[src/rtl/input_fifo_stage.sv]
// Input FIFO stage: DEPTH-entry first-word fall-through buffer between an
// upstream producer and a downstream register stage, with a sticky overflow flag.
module input_fifo_stage #(
    parameter int BITS  = 32,
    parameter int DEPTH = 4
) (
    input  logic                     clk,
    input  logic                     rst_n,
    input  logic [BITS-1:0]          in_data,
    input  logic                     in_valid,
    output logic                     in_ready,
    output logic [BITS-1:0]          out_data,
    output logic                     out_valid,
    input  logic                     out_ready,
    output logic [$clog2(DEPTH):0]   count,
    output logic                     overflow
);

    localparam int AW = $clog2(DEPTH);
    localparam logic [AW:0] FULL_COUNT = (AW+1)'(DEPTH);

    logic [BITS-1:0] mem [DEPTH];
    logic [AW-1:0]   wr_ptr;
    logic [AW-1:0]   rd_ptr;
    logic            push;
    logic            pop;

    // Handshakes depend only on registered occupancy, so out_ready never reaches in_ready.
    assign in_ready  = (count != FULL_COUNT);
    assign out_valid = (count != '0);
    assign out_data  = mem[rd_ptr];
    assign push      = in_valid && in_ready;
    assign pop       = out_valid && out_ready;

    always_ff @(posedge clk or negedge rst_n) begin
        if (!rst_n) begin
            for (int i = 0; i < DEPTH; i++) begin
                mem[i] <= '0;
            end
            wr_ptr   <= '0;
            rd_ptr   <= '0;
            count    <= '0;
            overflow <= 1'b0;
        end else begin
            if (push) begin
                mem[wr_ptr] <= in_data;
                wr_ptr      <= wr_ptr + 1'b1;
            end
            if (pop) begin
                rd_ptr <= rd_ptr + 1'b1;
            end
            if (push && !pop) begin
                count <= count + 1'b1;
            end else if (pop && !push) begin
                count <= count - 1'b1;
            end
            // A write offered while full is dropped and remembered until reset.
            if (in_valid && !in_ready) begin
                overflow <= 1'b1;
            end
        end
    end

endmodule

[config.mk]
export PLATFORM = sky130hd
export DESIGN_NAME = input_fifo_stage
export DESIGN_NICKNAME = d
export VERILOG_FILES = /design/src/rtl/input_fifo_stage.sv
export SDC_FILE = /design/constraint.sdc
export NUM_CORES = 1
export LEC_CHECK = 0
export ABC_AREA = 1
export BUFFER_PORTS_ARGS = -buffer_cell sky130_fd_sc_hd__buf_2
export CAP_MARGIN = 10
export CORE_ASPECT_RATIO = 0.8
export CORE_MARGIN = 1
export CORE_UTILIZATION = 53
export DETAILED_ROUTE_END_ITERATION = 10
export HOLD_SLACK_MARGIN = 0.15
export PLACE_DENSITY = 0.76
export SYNTH_ARGS = -nofsm -noshare
export SYNTH_HDL_FRONTEND = slang
export SYNTH_SLANG_ARGS = --single-unit
export TNS_END_PERCENT = 1
[constraint.sdc]
create_clock -name clk -period 1.9 [get_ports clk]
set_input_delay 0.285 -clock clk [delete_from_list [all_inputs] [get_ports clk]]
set_output_delay 0.285 -clock clk [all_outputs]
set_load 0.05 [all_outputs]
==> results.yml, run 1 <==
synth:
  synth-seq-area-share_pct: 50.6
  synth_compound_area_share_pct: 7.27
  syn_area_um2: 6730
  synth_cells: 840
  yosysWarnings: 0
  syn_area_per_cell_um2: 8.01
  synth-seq-cells: 136
  synth_cell_types: 22
  synth_top_family_by_area: "simple AND/OR/NAND/NOR gates"
  synth_xor_area_share_pct: 0.130
  synthAdderAreaFrac_pct: 1.23
  synth-simple-area-share_pct: 34.0
  muxShareOfSynthArea_pct: 0
  syn_nets: 882
power_and_ir_drop:
  leakage_nw: 4.33
  ir_drop_mv: 1.59
  power_density_nw_per_um2: 2300
global_routing:
  grt_pass1_vias: 6010
  grt_max_degree: 135
  antenna_found_initial: 0
  grtUsageTotal_pct: 32.1
  grt_pass1_wl_um: 31800
  grt_overflow: 0
setup_path:
  r2r_start: "count[1]$_DFFE_PN0P_"
  crit_arrival_ns: 1.70
  critPathMaxFanout: 7
  endpoint_kind: "output port"
  critPathKind: "flop to output port"
  r2r_cells: 10
  crit_path_start_kind: "flop"
  cp_data_required_time_ns: 1.62
  rr_endpoint: "count[2]$_DFFE_PN0P_"
  ff2ff_setup_slack_ns: 0.08
clock_tree:
  clk_latency_ns: 0.41
  root_buffer: "clkbuf_16"
  cts_made_buffers: 17
  clk_pin_slew_ns: 0.06
  cts_tree: "done"
  htree_levels: 4
  clock-sinks: 136
  cts_buffer_depth: 2
timing:
  fin_skew_ns: 0.00771
  min_period_over_period_pct: 104
  slew_headroom_pct: 60.7
  tightest_slew_ns: 0.589
  fmax_mhz: 505
  setup_viol: 29
  post-route-min-period_ns: 1.98
  fin_ws_ns: -0.0801
  rsz0062_at_grt: "yes"
  hold_violations: 0
  slew_viol_final: 0
  whs_ns: 0.159
outcome:
  status: "finished with violations"
  violations: "negative setup slack"
drt:
  wl_per_cell_um: 18.2
  firstDrtPassIters: 5
  vias: 6470
  vias_per_cell: 5.96
  drc: 0
  drt-initial-drc-count: 786
  totalWireLength_um: 19800
  ant_nets: 0
finish:
  syn_to_final_growth_pct: 28.2
  nets: 944
  drive_gt1_share_pct: 21.4
  antennaDiodeCount: 0
  num-fill-cells: 984
die:
  die_x_um: 128
  die-area_um2: 13200
  die_h_um: 103
  coreArea_um2: 12300
  start_util_pct: 54.7
  boundaryPins: 74
  fp-row-count: 36
hold_path:
  min-delay-start: "in_data[7]"
  hold_depth: 3
  hp-class: "input port to flop"
  hold_path_end: "mem[71]$_DFFE_PN0P_"
placed_design:
  gp_congestion: 0.838
  dp_slack_ns: 0.0723
  place_hpwl_um: 9970
  portBuffers: 73
run:
  maxCapViolations: 0
==> synth_stat cells <==
cell type / instances / area [um^2]
nand3_2: 4 / 40.0
nor2_2: 1 / 6.26
fa_1: 1 / 20.0
inv_2: 1 / 3.75
clkbuf_1: 24 / 90.1
nand2_4: 1 / 11.3
a31o_2: 1 / 8.76
nor2_1: 96 / 360
buf_1: 8 / 30.0
buf_6: 10 / 113
o21ai_1: 13 / 65.1
buf_4: 4 / 30.0
buf_2: 31 / 155
xnor2_1: 1 / 8.76
nand2_1: 278 / 1040
clkbuf_2: 1 / 5.00
inv_1: 8 / 30.0
ha_1: 5 / 62.6
o21ai_0: 83 / 415
nand3_1: 4 / 20.0
dfrtp_1: 136 / 3400
nand4_1: 129 / 807
==> worst max-delay path by stage <==
stage | to | cells past startpoint | slack [ns] | startpoint
floorplan | out_data[2] | 5 | -0.37 | rd_ptr[0]$_DFFE_PN0P_
global placement | count[2]$_DFFE_PN0P_ | 10 | 0.13 | count[1]$_DFFE_PN0P_
detailed placement | count[2]$_DFFE_PN0P_ | 10 | 0.07 | count[1]$_DFFE_PN0P_
CTS | out_data[19] | 6 | -0.08 | rd_ptr[1]$_DFFE_PN0P_
global route | out_data[2] | 7 | -0.15 | rd_ptr[1]$_DFFE_PN0P_
finish | out_data[24] | 7 | -0.08 | rd_ptr[1]$_DFFE_PN0P_
==> registers in the layout, summed over array words and instances (netlist names) <==
name and cells:
mem 128, count 3, rd_ptr 2, wr_ptr 2
overflow 1
==> cell usage in the layout, fill, tap and decap left out, types with 5 or more instances in the layout <==
master / n
o21ai_2: 16
bufinv_16: 6
buf_4: 23
buf_12: 9
nor2_2: 16
dfrtp_1: 135
inv_1: 7
o21ai_1: 56
o21ai_0: 23
buf_2: 38
nand4_1: 129
nor2_1: 77
buf_6: 37
clkbuf_8: 5
buf_16: 6
ha_1: 5
clkbuf_16: 18
nand2_1: 276
==> layout make-up <==
class,count,area [um^2],area share (%)
Timing Repair Buffer,121,1260,14.6
Sequential cell,136,3400,39.5
Inverter,9,38.8,0.450
Clock buffer,25,505,5.86
Clock inverter,7,185,2.15
Tap cell,171,214,2.48
Multi-Input combinational cell,617,3010,34.9
==> what timing repair did <==
| action | CTS | global route |
|---|---|---|
| gates cloned | 7 | 1 |
| pin swaps | 10 | 14 |
| hold buffers | 2 | 0 |
| endpoints found under the setup margin | 33 | 35 |
| resized for setup | 127 | 60 |
| buffers inserted | 6 | 1 |
| endpoints found under the hold margin | 86 | 0 |
==> worst max-delay path, stage by stage (launching register included) <==
cell and delay (ns):
dfrtp_1 0.40, inv_4 0.09, buf_12 0.16, clkbuf_16 0.16, nor2_4 0.08, o21ai_1 0.08
o21ai_1 0.12, buf_6 0.19
==> per-stage QoR <==
stage / power, mW / utilization, % / std cells / TNS [ns] / cell area (um^2)
2_1_floorplan: 11.3 / - / 840 / -6.89 / 6730
3_3_place_gp: 13.4 / 58.9 / 1038 / 0 / 7240
3_5_place_dp: 13.5 / 58.9 / 1038 / 0 / 7240
4_1_cts: 19.2 / 68.7 / 1085 / -1.11 / 8450
5_1_grt: 21.0 / 70.1 / 1086 / -3.39 / 8620
6_report: 19.8 / 70.1 / 1086 / -1.20 / 8620
==> kinds of logic after synthesis <==
family / count (synthesis)
and+or+nand+nor: 513
DFF: 136
AOI/OAI and AO/OA: 97
buffers and inverters: 87
adders and majority gates: 6
xor gates and xnor gates: 1
==> power by group <==
| group | internal, mW | total, mW | switching, mW |
|---|---|---|---|
| clock network | 2.64 | 3.84 | 1.20 |
| logic | 3.88 | 11.0 | 7.09 |
| registers | 4.24 | 5.03 | 0.790 |
| total | 10.8 | 19.8 | 9.09 |
==> layer usage <==
metal  global-route usage (%)  routed length [um]  vias up  part of all wire (%)
li1                         -                   -     2980                     -
met1                     45.6                8550     3120                    43
met2                     48.2                9120      342                    46
met3                     8.82                1790       28                   9.0
met4                     10.3                 299        0                   1.5
met5                        0                   0        -                     0
Note: power is estimated with default switching activity, not from simulation.
==> run 2, diff against run 1 <==
--- a/config.mk
+++ b/config.mk
@@ -6,14 +6,14 @@
 export NUM_CORES = 1
 export LEC_CHECK = 0
 export ABC_AREA = 1
-export BUFFER_PORTS_ARGS = -buffer_cell sky130_fd_sc_hd__buf_2
 export CAP_MARGIN = 10
 export CORE_ASPECT_RATIO = 0.8
 export CORE_MARGIN = 1
-export CORE_UTILIZATION = 53
+export CORE_UTILIZATION = 57
 export DETAILED_ROUTE_END_ITERATION = 10
+export DONT_BUFFER_PORTS = 1
 export HOLD_SLACK_MARGIN = 0.15
-export PLACE_DENSITY = 0.76
+export PLACE_DENSITY = 0.75
 export SYNTH_ARGS = -nofsm -noshare
 export SYNTH_HDL_FRONTEND = slang
 export SYNTH_SLANG_ARGS = --single-unit
==> run 2 against run 1 <==
The run ends with negative hold slack, negative setup slack left. Clock power is 13% lower. Die area is 6.9% lower. Register-to-register slack worse by 0.06 ns. Global-route usage is 2.3 points higher. Critical path depth is 1 lower. Sequential share of layout area hardly changed. Fmax is 3.1% lower. First-iteration DRC count is 6.7% higher. Clock-buffer cell count is 6 lower. Clock skew is 0.0016 ns higher. Non-clock buffer count is 7 lower. Core utilization is 4.8 points higher. Critical endpoint is now out_data[15]. Highest routed layer unchanged.
==> results.yml, run 2 (same netlist as run 1, synthesis figures left out) <==
outcome:
  status: "finished with violations"
  violations: "negative hold slack, negative setup slack"
finish:
  antennaDiodeCount: 0
  multi_input_area_um2: 3020
  num-fill-cells: 773
  syn_to_final_growth_pct: 28.3
  final_cell_mix: "277 x nand2_1, 135 x dfrtp_1, 129 x nand4_1"
  fin_cells: 1056
  regMostFlops: "mem"
  reg.largest.list: "mem: 128 flops, count: 3 flops"
  largest_reg_flops: 128
  layout.area.seq_um2: 3400
  nets: 937
  drive_gt1_share_pct: 15.7
  final_common_cell: "nand2_1"
  postLayoutCellArea_um2: 8630
drt:
  vias_per_cell: 6.22
  drt-initial-drc-count: 839
  drc: 0
  totalWireLength_um: 20600
  firstDrtPassIters: 7
  wl_per_cell_um: 19.5
  ant_nets: 0
  vias: 6564
setup_path:
  crit_path_start_kind: "flop"
  endpoint_kind: "output port"
  critPathMaxFanout: 13
  slowest_delay_ns: 0.45
  path_cells: "clkinv_4, buf_12, buf_12, o21ai_1, o21ai_1, buf_6"
  cp_data_required_time_ns: 1.62
  ff2ff_setup_slack_ns: 0.02
  crit_arrival_ns: 1.76
  critPathKind: "flop to output port"
  cp_slowest_cell: "dfrtp_2"
timing:
  fmax_mhz: 489
  setup_viol: 33
  fin_skew_ns: 0.00932
  tightest_slew_ns: 0.521
  rsz0062_at_grt: "yes"
  hold_violations: 136
  whs_ns: -0.450
  min_period_over_period_pct: 108
  slew_headroom_pct: 65.3
  slew_viol_final: 0
  fin_ws_ns: -0.144
  post-route-min-period_ns: 2.04
hold_path:
  hp-class: "input port to asynchronous set/reset pin"
clock_tree:
  clock-sinks: 136
  cts_tree: "done"
  cts_buffer_depth: 2
  htree_levels: 4
  cts_made_buffers: 17
  cts_hold_buffers: 44
  clk_pin_slew_ns: 0.06
  root_buffer: "clkbuf_16"
  clk_latency_ns: 0.42
placed_design:
  place_hpwl_um: 9840
  post_dp_cell_area_um2: 7010
  portBuffers: 0
  dp_cells: 964
  gp_congestion: 0.780
  dp_slack_ns: 0.0940
die:
  boundaryPins: 74
  die-area_um2: 12200
  die_x_um: 123
  die_h_um: 99.2
  fp-row-count: 35
  coreArea_um2: 11500
  start_util_pct: 58.4
power_and_ir_drop:
  pwr-share-comb_pct: 56.3
  seqPwrFrac_pct: 26.4
  swShare_pct: 47.4
  p_total_mw: 19.4
  ir_drop_mv: 1.73
  p_clk_share_pct: 17.3
  power_density_nw_per_um2: 2240
  leakage_nw: 4.21
  p_int_mw: 10.2
  p_sw_mw: 9.17
global_routing:
  grtUsageTotal_pct: 34.4
  antenna_found_initial: 0
  grt_pass1_vias: 6301
  grt_max_degree: 137
  grt_pass1_wl_um: 31700
  grt_overflow: 0
run:
  maxCapViolations: 0
==> run 2: critical path: cells and delay by family (launching register included) <==
| kind | cells | cell delay (ns) |
|---|---|---|
| DFF | 1 | 0.45 |
| buffers and inverters | 4 | 0.57 |
| AOI/OAI and AO/OA | 2 | 0.31 |
==> run 2: path summary, 6_finish.rpt <==
path                                        from                    end  depth (start not counted)
min in group clk                        in_valid    mem[76]$_DFFE_PN0P_                          2
setup reg to reg           wr_ptr[0]$_DFFE_PN0P_    mem[21]$_DFFE_PN0P_                          5
setup / recovery           rd_ptr[0]$_DFFE_PN0P_           out_data[15]                          6
hold reg to reg              mem[71]$_DFFE_PN0P_    mem[71]$_DFFE_PN0P_                          2
hold / removal                             rst_n    mem[60]$_DFFE_PN0P_                          0
max in group asynchronous                  rst_n  rd_ptr[1]$_DFFE_PN0P_                          0
==> run 2: per-stage QoR <==
stage                     setup TNS [ns]  util, %
final                              -2.38     74.9
after global routing               -4.10     74.9
after CTS                          -1.99     72.2
after floorplan                    -6.89        -
after detailed placement               0     60.9
after global placement                 0     60.9
==> run 2: final cells by class <==
type / count / area share [%]
Sequential cell: 136 / 39.4
Multi-Input combinational cell: 617 / 35.0
Tap cell: 148 / 2.15
Clock buffer: 19 / 5.13
Clock inverter: 13 / 1.78
Timing Repair Buffer: 114 / 16.0
Inverter: 9 / 0.478
==> run 2: routing by layer <==
layer,vias to the layer above,track usage (%),wire length [um]
met5,-,0,0
met4,0,12.3,450
met3,56,9.52,1910
met2,360,55.0,10000
met1,3203,45.0,8160
li1,2945,-,-
==> run 2: what timing repair did <==
action                                  in CTS  in global routing
pin swaps                                   15                  3
buffers inserted                             4                  6
cloned                                       3                  4
endpoints found under the setup margin      33                 90
gates resized for setup                     60                 77
hold endpoints to repair                   269                257
==> run 2: power groups by stage <==
stage	logic [mW]	clock network, mW	registers, mW
2_1_floorplan	6.36	0	4.96
3_3_place_gp	8.61	0	4.93
3_5_place_dp	8.83	0	5.02
4_1_cts	9.91	3.35	5.02
5_1_grt	11.6	3.51	5.25
6_report	10.9	3.35	5.11
==> run 3, diff against run 2 <==
--- a/config.mk
+++ b/config.mk
@@ -7,13 +7,13 @@
 export LEC_CHECK = 0
 export ABC_AREA = 1
 export CAP_MARGIN = 10
-export CORE_ASPECT_RATIO = 0.8
 export CORE_MARGIN = 1
 export CORE_UTILIZATION = 57
 export DETAILED_ROUTE_END_ITERATION = 10
 export DONT_BUFFER_PORTS = 1
 export HOLD_SLACK_MARGIN = 0.15
 export PLACE_DENSITY = 0.75
+export REMOVE_ABC_BUFFERS = 1
 export SYNTH_ARGS = -nofsm -noshare
 export SYNTH_HDL_FRONTEND = slang
 export SYNTH_SLANG_ARGS = --single-unit
==> run 3 against run 2 <==
The run still ends with negative hold slack, negative setup slack left. Hold slack better by 0.0083 ns. Combinational power hardly changed. Critical path depth is 1 higher. Sequential cell count stayed put. Sequential share of layout area is 1.1 points lower. Global-route usage is 1.4 points lower. Final area is 3.0% higher. Clock power is 6.6% higher. Cell count is 2.8% higher. Clock-buffer cell count is 5 higher. Die area hardly changed. Via count is 5.2% higher.
==> results.yml, run 3 (same netlist as run 1, synthesis figures left out) <==
outcome:
  status: "finished with violations"
  violations: "negative hold slack, negative setup slack"
setup_path:
  slowest_delay_ns: 0.48
  path_cells: "buf_6, clkbuf_16, nor2_2, nor2_1, o21ai_1, o21ai_2, buf_6"
  endpoint_kind: "output port"
  cp_data_required_time_ns: 1.62
  critPathKind: "flop to output port"
  r2r_cells: 5
  crit_arrival_ns: 1.81
  critPathMaxFanout: 6
  cp_common_cell: "buf_6"
  cp_slowest_cell: "dfrtp_2"
  crit_path_start_kind: "flop"
placed_design:
  portBuffers: 0
  dp_cells: 967
  post_dp_cell_area_um2: 7010
  gp_congestion: 0.789
  place_hpwl_um: 9780
  dp_slack_ns: 0.0676
timing:
  fmax_mhz: 478
  slew_viol_final: 0
  fin_ws_ns: -0.194
  fin_skew_ns: 0.00658
  slew_headroom_pct: 54.4
  post-route-min-period_ns: 2.09
  tightest_slew_ns: 0.684
  min_period_over_period_pct: 110
  setup_viol: 32
  rsz0062_at_grt: "yes"
  whs_ns: -0.442
  fin_tns_setup_ns: -2.55
  hold_violations: 136
finish:
  final_common_cell: "nand2_1"
  fin_util_pct: 77.5
  reg.largest.list: "mem: 128 flops, count: 3 flops"
  antennaDiodeCount: 0
  fin_cells: 1086
  nets: 972
  syn_to_final_growth_pct: 32.1
  postLayoutCellArea_um2: 8890
  final_cell_mix: "278 x nand2_1, 135 x dfrtp_1, 129 x nand4_1"
  drive_gt1_share_pct: 15.2
  regMostFlops: "mem"
  largest_reg_flops: 128
global_routing:
  antenna_found_initial: 0
  grt_pass1_wl_um: 32300
  met3_usage_pct: 7.44
  grtUsageTotal_pct: 33.1
  use_met1_pct: 43.7
  grt_overflow: 0
  busiest_layer: "met2"
  grt_max_degree: 137
  grt_pass1_vias: 6521
  met2_usage_pct: 53.1
run:
  maxCapViolations: 0
die:
  die-area_um2: 12200
  boundaryPins: 74
  coreArea_um2: 11500
  fp-row-count: 39
  die_x_um: 111
  start_util_pct: 58.7
  die_h_um: 111
clock_tree:
  htree_levels: 4
  root_buffer: "clkbuf_16"
  clk_latency_ns: 0.42
  cts_tree: "done"
  cts_made_buffers: 17
  cts_buffer_depth: 2
  clock-sinks: 136
  cts_hold_buffers: 75
  clk_pin_slew_ns: 0.06
power_and_ir_drop:
  p_total_mw: 19.6
  p_clk_share_pct: 18.3
  p_int_mw: 10.5
  p_sw_mw: 9.08
  power_density_nw_per_um2: 2200
  swShare_pct: 46.4
  seqPwrFrac_pct: 26.2
  ir_drop_mv: 1.94
  leakage_nw: 4.27
  pwr-share-comb_pct: 55.5
drt:
  drt-initial-drc-count: 872
  wl_per_cell_um: 19.7
  ant_nets: 0
  vias_per_cell: 6.36
  drc: 0
  firstDrtPassIters: 6
  totalWireLength_um: 21400
  vias: 6904
hold_path:
  hp-class: "input port to asynchronous set/reset pin"
==> run 3: timing repair <==
item | in CTS | in global routing
gates cloned | 1 | 6
buffers inserted | 0 | 5
setup endpoints to repair | 31 | 72
hold endpoints to repair | 269 | 226
pin swaps | 0 | 11
resized for setup | 19 | 81
==> run 3: layer usage <==
metal	part of all wire, %	vias up	wire, um
met3	11	80	2300
met1	38	3334	8090
met4	3.3	0	704
met2	48	470	10300
met5	0	-	0
li1	-	3020	-
==> run 3: power groups by stage <==
stage                     logic (mW)  registers, mW  clock network, mW
after global placement          8.65           4.94                  0
after CTS                       9.56           5.00               3.58
final                           10.9           5.13               3.57
after global routing            11.5           5.26               3.71
after detailed placement        8.85           5.01                  0
after floorplan                 5.72           5.08                  0
==> run 3: path summary, 6_finish.rpt <==
kind                                            start                    end  slack, ns
worst min register to register    mem[79]$_DFFE_PN0P_    mem[79]$_DFFE_PN0P_       0.46
worst max register to register  wr_ptr[1]$_DFFE_PN0P_     mem[7]$_DFFE_PN0P_          0
min in group clk                             in_valid    mem[54]$_DFFE_PN0P_       0.02
worst min-delay path                            rst_n    mem[82]$_DFFE_PN0P_      -0.44
worst max-delay path            rd_ptr[0]$_DFFE_PN0P_            out_data[7]      -0.19
max in group asynchronous                       rst_n  rd_ptr[0]$_DFFE_PN0P_       2.15
==> run 3: area by class of cell <==
| type | count | area, um^2 |
|---|---|---|
| Clock inverter | 8 | 140 |
| Tap cell | 143 | 179 |
| Clock buffer | 24 | 502 |
| Inverter | 9 | 38.8 |
| Multi-Input combinational cell | 617 | 2960 |
| Sequential cell | 136 | 3400 |
| Fill cell | 683 | 2580 |
| Timing Repair Buffer | 149 | 1660 |
==> run 3: worst max-delay path: cells and delay by family, from the launching register on <==
family / cells / cell delay, ns
DFF: 1 / 0.48
and+or+nand+nor: 2 / 0.16
AOI/OAI and AO/OA: 2 / 0.25
buffers and inverters: 3 / 0.50
